## src/rtl/ram_program_loader.sv

```systemverilog
// ram_program_loader: streams bytes from a valid/ready source into the RAM
// manual-programming port, one word per 3-cycle WAIT_BYTE/WRITE/ADVANCE pass.
// Optional build macro LOADER_VERIFY_EN adds a read-back pass (VERIFY/CHECK)
// that sums the RAM contents over the bus and flags a checksum mismatch.
//
// state     | meaning
// ----------+-------------------------------------------------------------
// IDLE      | waiting for start; manual port released
// WAIT_BYTE | in_ready high, waiting for a source byte
// WRITE     | manual_read strobe; RAM captures switches at closing edge
// ADVANCE   | step address, or finish after the last word
// VERIFY    | (macro) RAM drives bus, accumulate read-back sum
// CHECK     | (macro) compare read-back sum with load checksum
// DONE      | one-cycle done pulse, manual_mode released
module ram_program_loader #(
  parameter int ADDR_W = 4,
  parameter int DATA_W = 8,
  parameter int WORDS  = 16
) (
  input  logic              clk,
  input  logic              rst_n,
  input  logic              start,
  input  logic              in_valid,
  input  logic [DATA_W-1:0] in_data,
  output logic              in_ready,
  output logic              manual_mode,
  output logic              manual_read,
  output logic [ADDR_W-1:0] address,
  output logic [DATA_W-1:0] program_switches,
  output logic              ram_write_to_bus,
  input  logic [DATA_W-1:0] bus_in,
  output logic              busy,
  output logic              done,
  output logic [DATA_W-1:0] checksum,
  output logic              error
);

  localparam logic [ADDR_W-1:0] LAST_ADDR = ADDR_W'(WORDS - 1);

`ifdef LOADER_VERIFY_EN
  typedef enum logic [2:0] {
    S_IDLE, S_WAIT_BYTE, S_WRITE, S_ADVANCE, S_DONE, S_VERIFY, S_CHECK
  } state_t;
  logic [DATA_W-1:0] vsum;
`else
  typedef enum logic [2:0] {
    S_IDLE, S_WAIT_BYTE, S_WRITE, S_ADVANCE, S_DONE
  } state_t;
  // Without read-back the bus is never observed.
  logic unused_bus;
  assign unused_bus = ^bus_in;
  assign error      = 1'b0;
`endif

  state_t state, state_nx;

  // State register.
  always_ff @(posedge clk) begin
    if (!rst_n) state <= S_IDLE;
    else        state <= state_nx;
  end

  // Next-state and state-decoded strobes.
  always_comb begin
    state_nx         = state;
    in_ready         = 1'b0;
    manual_read      = 1'b0;
    done             = 1'b0;
    ram_write_to_bus = 1'b0;
    busy             = (state != S_IDLE);
    case (state)
      S_IDLE:      if (start) state_nx = S_WAIT_BYTE;
      S_WAIT_BYTE: begin
        in_ready = 1'b1;
        if (in_valid) state_nx = S_WRITE;
      end
      S_WRITE: begin
        manual_read = 1'b1;
        state_nx    = S_ADVANCE;
      end
      S_ADVANCE: begin
        if (address == LAST_ADDR) begin
`ifdef LOADER_VERIFY_EN
          state_nx = S_VERIFY;
`else
          state_nx = S_DONE;
`endif
        end else begin
          state_nx = S_WAIT_BYTE;
        end
      end
`ifdef LOADER_VERIFY_EN
      S_VERIFY: begin
        ram_write_to_bus = 1'b1;
        if (address == LAST_ADDR) state_nx = S_CHECK;
      end
      S_CHECK:     state_nx = S_DONE;
`endif
      S_DONE: begin
        done     = 1'b1;
        state_nx = S_IDLE;
      end
      default:     state_nx = S_IDLE;
    endcase
  end

  // Address, data latch, checksum and manual_mode datapath.
  always_ff @(posedge clk) begin
    if (!rst_n) begin
      manual_mode      <= 1'b0;
      address          <= '0;
      program_switches <= '0;
      checksum         <= '0;
`ifdef LOADER_VERIFY_EN
      vsum             <= '0;
      error            <= 1'b0;
`endif
    end else begin
      case (state)
        S_IDLE: begin
          if (start) begin
            address     <= '0;
            checksum    <= '0;
            manual_mode <= 1'b1;
`ifdef LOADER_VERIFY_EN
            error       <= 1'b0;
`endif
          end
        end
        S_WAIT_BYTE: begin
          if (in_valid) begin
            program_switches <= in_data;
            checksum         <= checksum + in_data;
          end
        end
        S_ADVANCE: begin
          if (address != LAST_ADDR) begin
            address <= address + 1'b1;
          end else begin
`ifdef LOADER_VERIFY_EN
            manual_mode <= 1'b0;
            address     <= '0;
            vsum        <= '0;
`endif
          end
        end
`ifdef LOADER_VERIFY_EN
        S_VERIFY: begin
          vsum <= vsum + bus_in;
          if (address != LAST_ADDR) address <= address + 1'b1;
        end
        S_CHECK:  error <= (vsum != checksum);
`endif
        S_DONE:   manual_mode <= 1'b0;
        default: ;
      endcase
    end
  end

endmodule

```

## config.mk

```make
export PLATFORM = sky130hd
export DESIGN_NAME = ram_program_loader
export DESIGN_NICKNAME = d
export VERILOG_FILES = /design/src/rtl/ram_program_loader.sv
export SDC_FILE = /design/constraint.sdc
export NUM_CORES = 1
export LEC_CHECK = 0
export ABC_AREA = 1
export CAP_MARGIN = 20
export CORE_MARGIN = 4
export CORE_UTILIZATION = 48
export CTS_CLUSTER_SIZE = 20
export DETAILED_ROUTE_END_ITERATION = 6
export GPL_TIMING_DRIVEN = 0
export PLACE_DENSITY = 0.86
export SETUP_SLACK_MARGIN = 0.2
export SLEW_MARGIN = 20
export SYNTH_ARGS = -nofsm -noshare
export SYNTH_HDL_FRONTEND = slang
export SYNTH_SLANG_ARGS = --single-unit
```

## constraint.sdc

```tcl
create_clock -name clk -period 3.65 [get_ports clk]
set_clock_uncertainty 0.15 [all_clocks]
set_input_delay 0.5475 -clock clk [delete_from_list [all_inputs] [get_ports clk]]
set_output_delay 0.5475 -clock clk [all_outputs]
set_load 0.02 [all_outputs]
```

==> impl_results.md <==
- Run status: finished, final reports clean
- Share of cells above drive strength 1: 8.89%
- Critical Path Source Type: register
- Sequential fraction of the synthesis area: 36.6%
- HP Start: manual_mode
- Yosys synthesis warning count: 0
- Clock transition at path regs: 0.13 ns
- Num CTS Buffers: 3
- Final setup TNS: 0 ns
- Total leakage power: 0.813 nW
- Vias in the first global route: 1196
- Register-to-Register Path Depth: 9
- Total GRT Usage: 17.5%
- Final max-slew violation count: 0
- Max cap viols: 0
- FF+latch area: 480 um2
- Synth Flop Type: dfxtp_1
- Clk buf depth: 2
- Share of Yosys cell area claimed by the top area cell type: 36.6%
- DRC violations left: 0
- Vias/cell: 4.96
- DIE HEIGHT: 60.3 um
- CP cell instances: nand2_1 -> nor2_1 -> clkdlybuf4s50_1
- First-pass detailed-route iteration total: 4
- Worst EP arrival: 1.69 ns
- Area growth syn-to-layout: 33.3%
- GR Util met3: 1.94%
- Critical path required time: 2.95 ns
- Wire length per cell: 11.6 um
- PostCTS Resize Cnt: 0
- Final wirelength: 2.96 mm
- Bufs and invs on worst path: 1
- Pin count of the biggest net entering global routing: 14
- Clk sink count: 24
- Post-synth ARST share: 0%
- Fin crit share: 65.3%
- Core ar.: 2540 um2
- Power, Total: 683 uW
- Initial antenna violation count: 0
- Synth area leaders: dfxtp_1 (37%), nand2_1 (11%), nor2_1 (7.7%), ha_1 (7.6%), a21oi_1 (7.2%)
- Distinct cells, synth: 29
- Dpl ws: 1.25 ns
- Hold depth: 2
- Critical Path Sink Type: output port
- Final setup violation count: 0
- Setup Buffers After CTS: 0
- Fill cells: 224
- DIE AREA: 3640 um2
- #FFs+latches synth: 24
- Power Density: 390 nW/um2
- GP Congestion: 0.850
- CP top delay family: buffers and inverters
- VDD IR max: 0.306 mV
- GRT overflow: 0
- GR peak layer: met2
- Critical Path Max Stage Delay: 0.64 ns
- Htree depth: 1
- Area of the multi-input gates: 717 um2
- Critical-path top delay cell: clkdlybuf4s50_1
- Via count: 1266
- Reg-to-reg slack, setup: 1.89 ns
- Post-DRT Antenna Nets: 0
- Clock latency on the worst-skew pair: 0.31 ns
- Starting Density: 51.6%
- GRT met1 Usage: 22.3%
- Critical R2R Launch: checksum[0]
- RR Endpoint: checksum[6]
- Hold slack: 0.339 ns
- Mean post-synth cell area: 7.14 um2
- Hold Path End: manual_mode
- Crit Path Max Fanout: 5
- DPL Wire Length: 2.33 mm
- Critical path type: reg2out
- Final-stage net count: 255
- Setup slack after layout: 1.27 ns
- # diodes: 0
- Post-Syn Area: 1310 um2
- # IOs: 47
- RSZ-0062 raised after global routing: no
- Synth area leader: dfxtp_1
- Synthesized instance count: 184
- Post-synth EDFFs: 0
- Top post-synthesis cells by count: nand2_1 (38), nor2_1 (27), dfxtp_1 (24)
- First-pass GRT wire length: 4.91 mm
- Most numerous cell in the Yosys netlist: nand2_1
- Hold crit path type: reg2reg
- PortBufs: 36
- CTS tree: yes
- Final Hold Vio Count: 0
- Row count: 18
- Root buf cell: clkbuf_4
- Met2 Use GR: 29.5%
- Max Freq: 0.419 GHz
- Die X-Extent: 60.3 um
- Crit path time final: 2.38 ns
- Cts hold-fix bufs: 0
- DRT iter0 DRCs: 16
-- where the power goes --
| group | internal (mW) | switching [mW] |
|---|---|---|
| Combinational | 0.102 | 0.136 |
| Sequential | 0.285 | 0.0192 |
| Clock | 0.0610 | 0.0800 |
| Total | 0.448 | 0.235 |
-- area by class of cell --
class	instances	area share (%)
Buffer	5	1.71
Inverter	23	5.14
Sequential cell	24	27.4
Clock buffer	4	2.07
Multi-Input combinational cell	133	40.9
Tap cell	30	2.14
Timing Repair Buffer	36	20.6
-- registers in the layout (all words and copies together), names as in the netlist --
| register | cells |
|---|---|
| address | 4 |
| manual_mode | 1 |
| program_switches | 8 |
| state | 3 |
| checksum | 8 |
-- tightest hold or removal path, cell delays in order (launching register included) --
cell and delay (ns):
dfxtp_1 0.33, nand3b_1 0.07, a21oi_1 0.05
-- stage by stage --
| stage | util (%) | std cells | instance area, um2 |
|---|---|---|---|
| floorplan | - | 185 | 1320 |
| detailed placement | 67.4 | 251 | 1720 |
| finish | 68.8 | 255 | 1750 |
| CTS | 68.8 | 255 | 1750 |
| global route | 68.8 | 255 | 1750 |
| global placement | 67.4 | 251 | 1720 |
-- worst max path at each step --
| stage | start | end | cells after the start |
|---|---|---|---|
| after floorplan | in_data[0] | checksum[6] | 9 |
| after global placement | in_data[0] | checksum[6] | 10 |
| after detailed placement | in_data[0] | checksum[6] | 9 |
| after CTS | state[1] | manual_read | 3 |
| after global routing | state[1] | manual_read | 3 |
| final | state[1] | manual_read | 3 |
-- layout by cell type (no fill, tap or decap) --
cell	synthesis	final
nor2_1	27	27
clkbuf_4	0	3
nand3_1	9	9
nor4_1	1	1
xnor2_1	1	1
dfxtp_1	24	24
nand2_4	2	2
xor2_1	1	1
nand3_2	1	1
inv_4	1	1
o31ai_1	1	1
nor2_4	1	1
conb_1	1	2
nor2_2	2	2
nand3b_1	1	1
and3_1	1	1
o21ai_0	10	10
clkinv_2	1	1
o21ai_1	2	2
inv_2	1	1
ha_1	8	8
clkbuf_1	2	2
nand2_1	38	38
nor2_8	1	1
fa_1	1	1
nand2_2	3	3
inv_1	20	20
a21oi_1	19	19
nor3_1	1	1
clkdlybuf4s50_1	0	36
buf_4	3	3
clkbuf_8	0	1
-- kinds of logic after synthesis --
family / count (synthesis) / share of synthesized area (%)
buffers and inverters: 28 / 9.14
AOI/OAI and AO/OA: 32 / 12.4
other: 1 / 0.285
and+or+nand+nor: 88 / 31.1
adders and majority gates: 9 / 9.14
DFF: 24 / 36.6
xor gates and xnor gates: 2 / 1.33
-- routing by layer --
metal / vias to the layer above / wire length, um
met5: - / 0
met4: 0 / 50
met3: 5 / 118
met2: 30 / 1400
met1: 564 / 1390
li1: 667 / -
No activity file was read; power rests on OpenSTA's default activity.
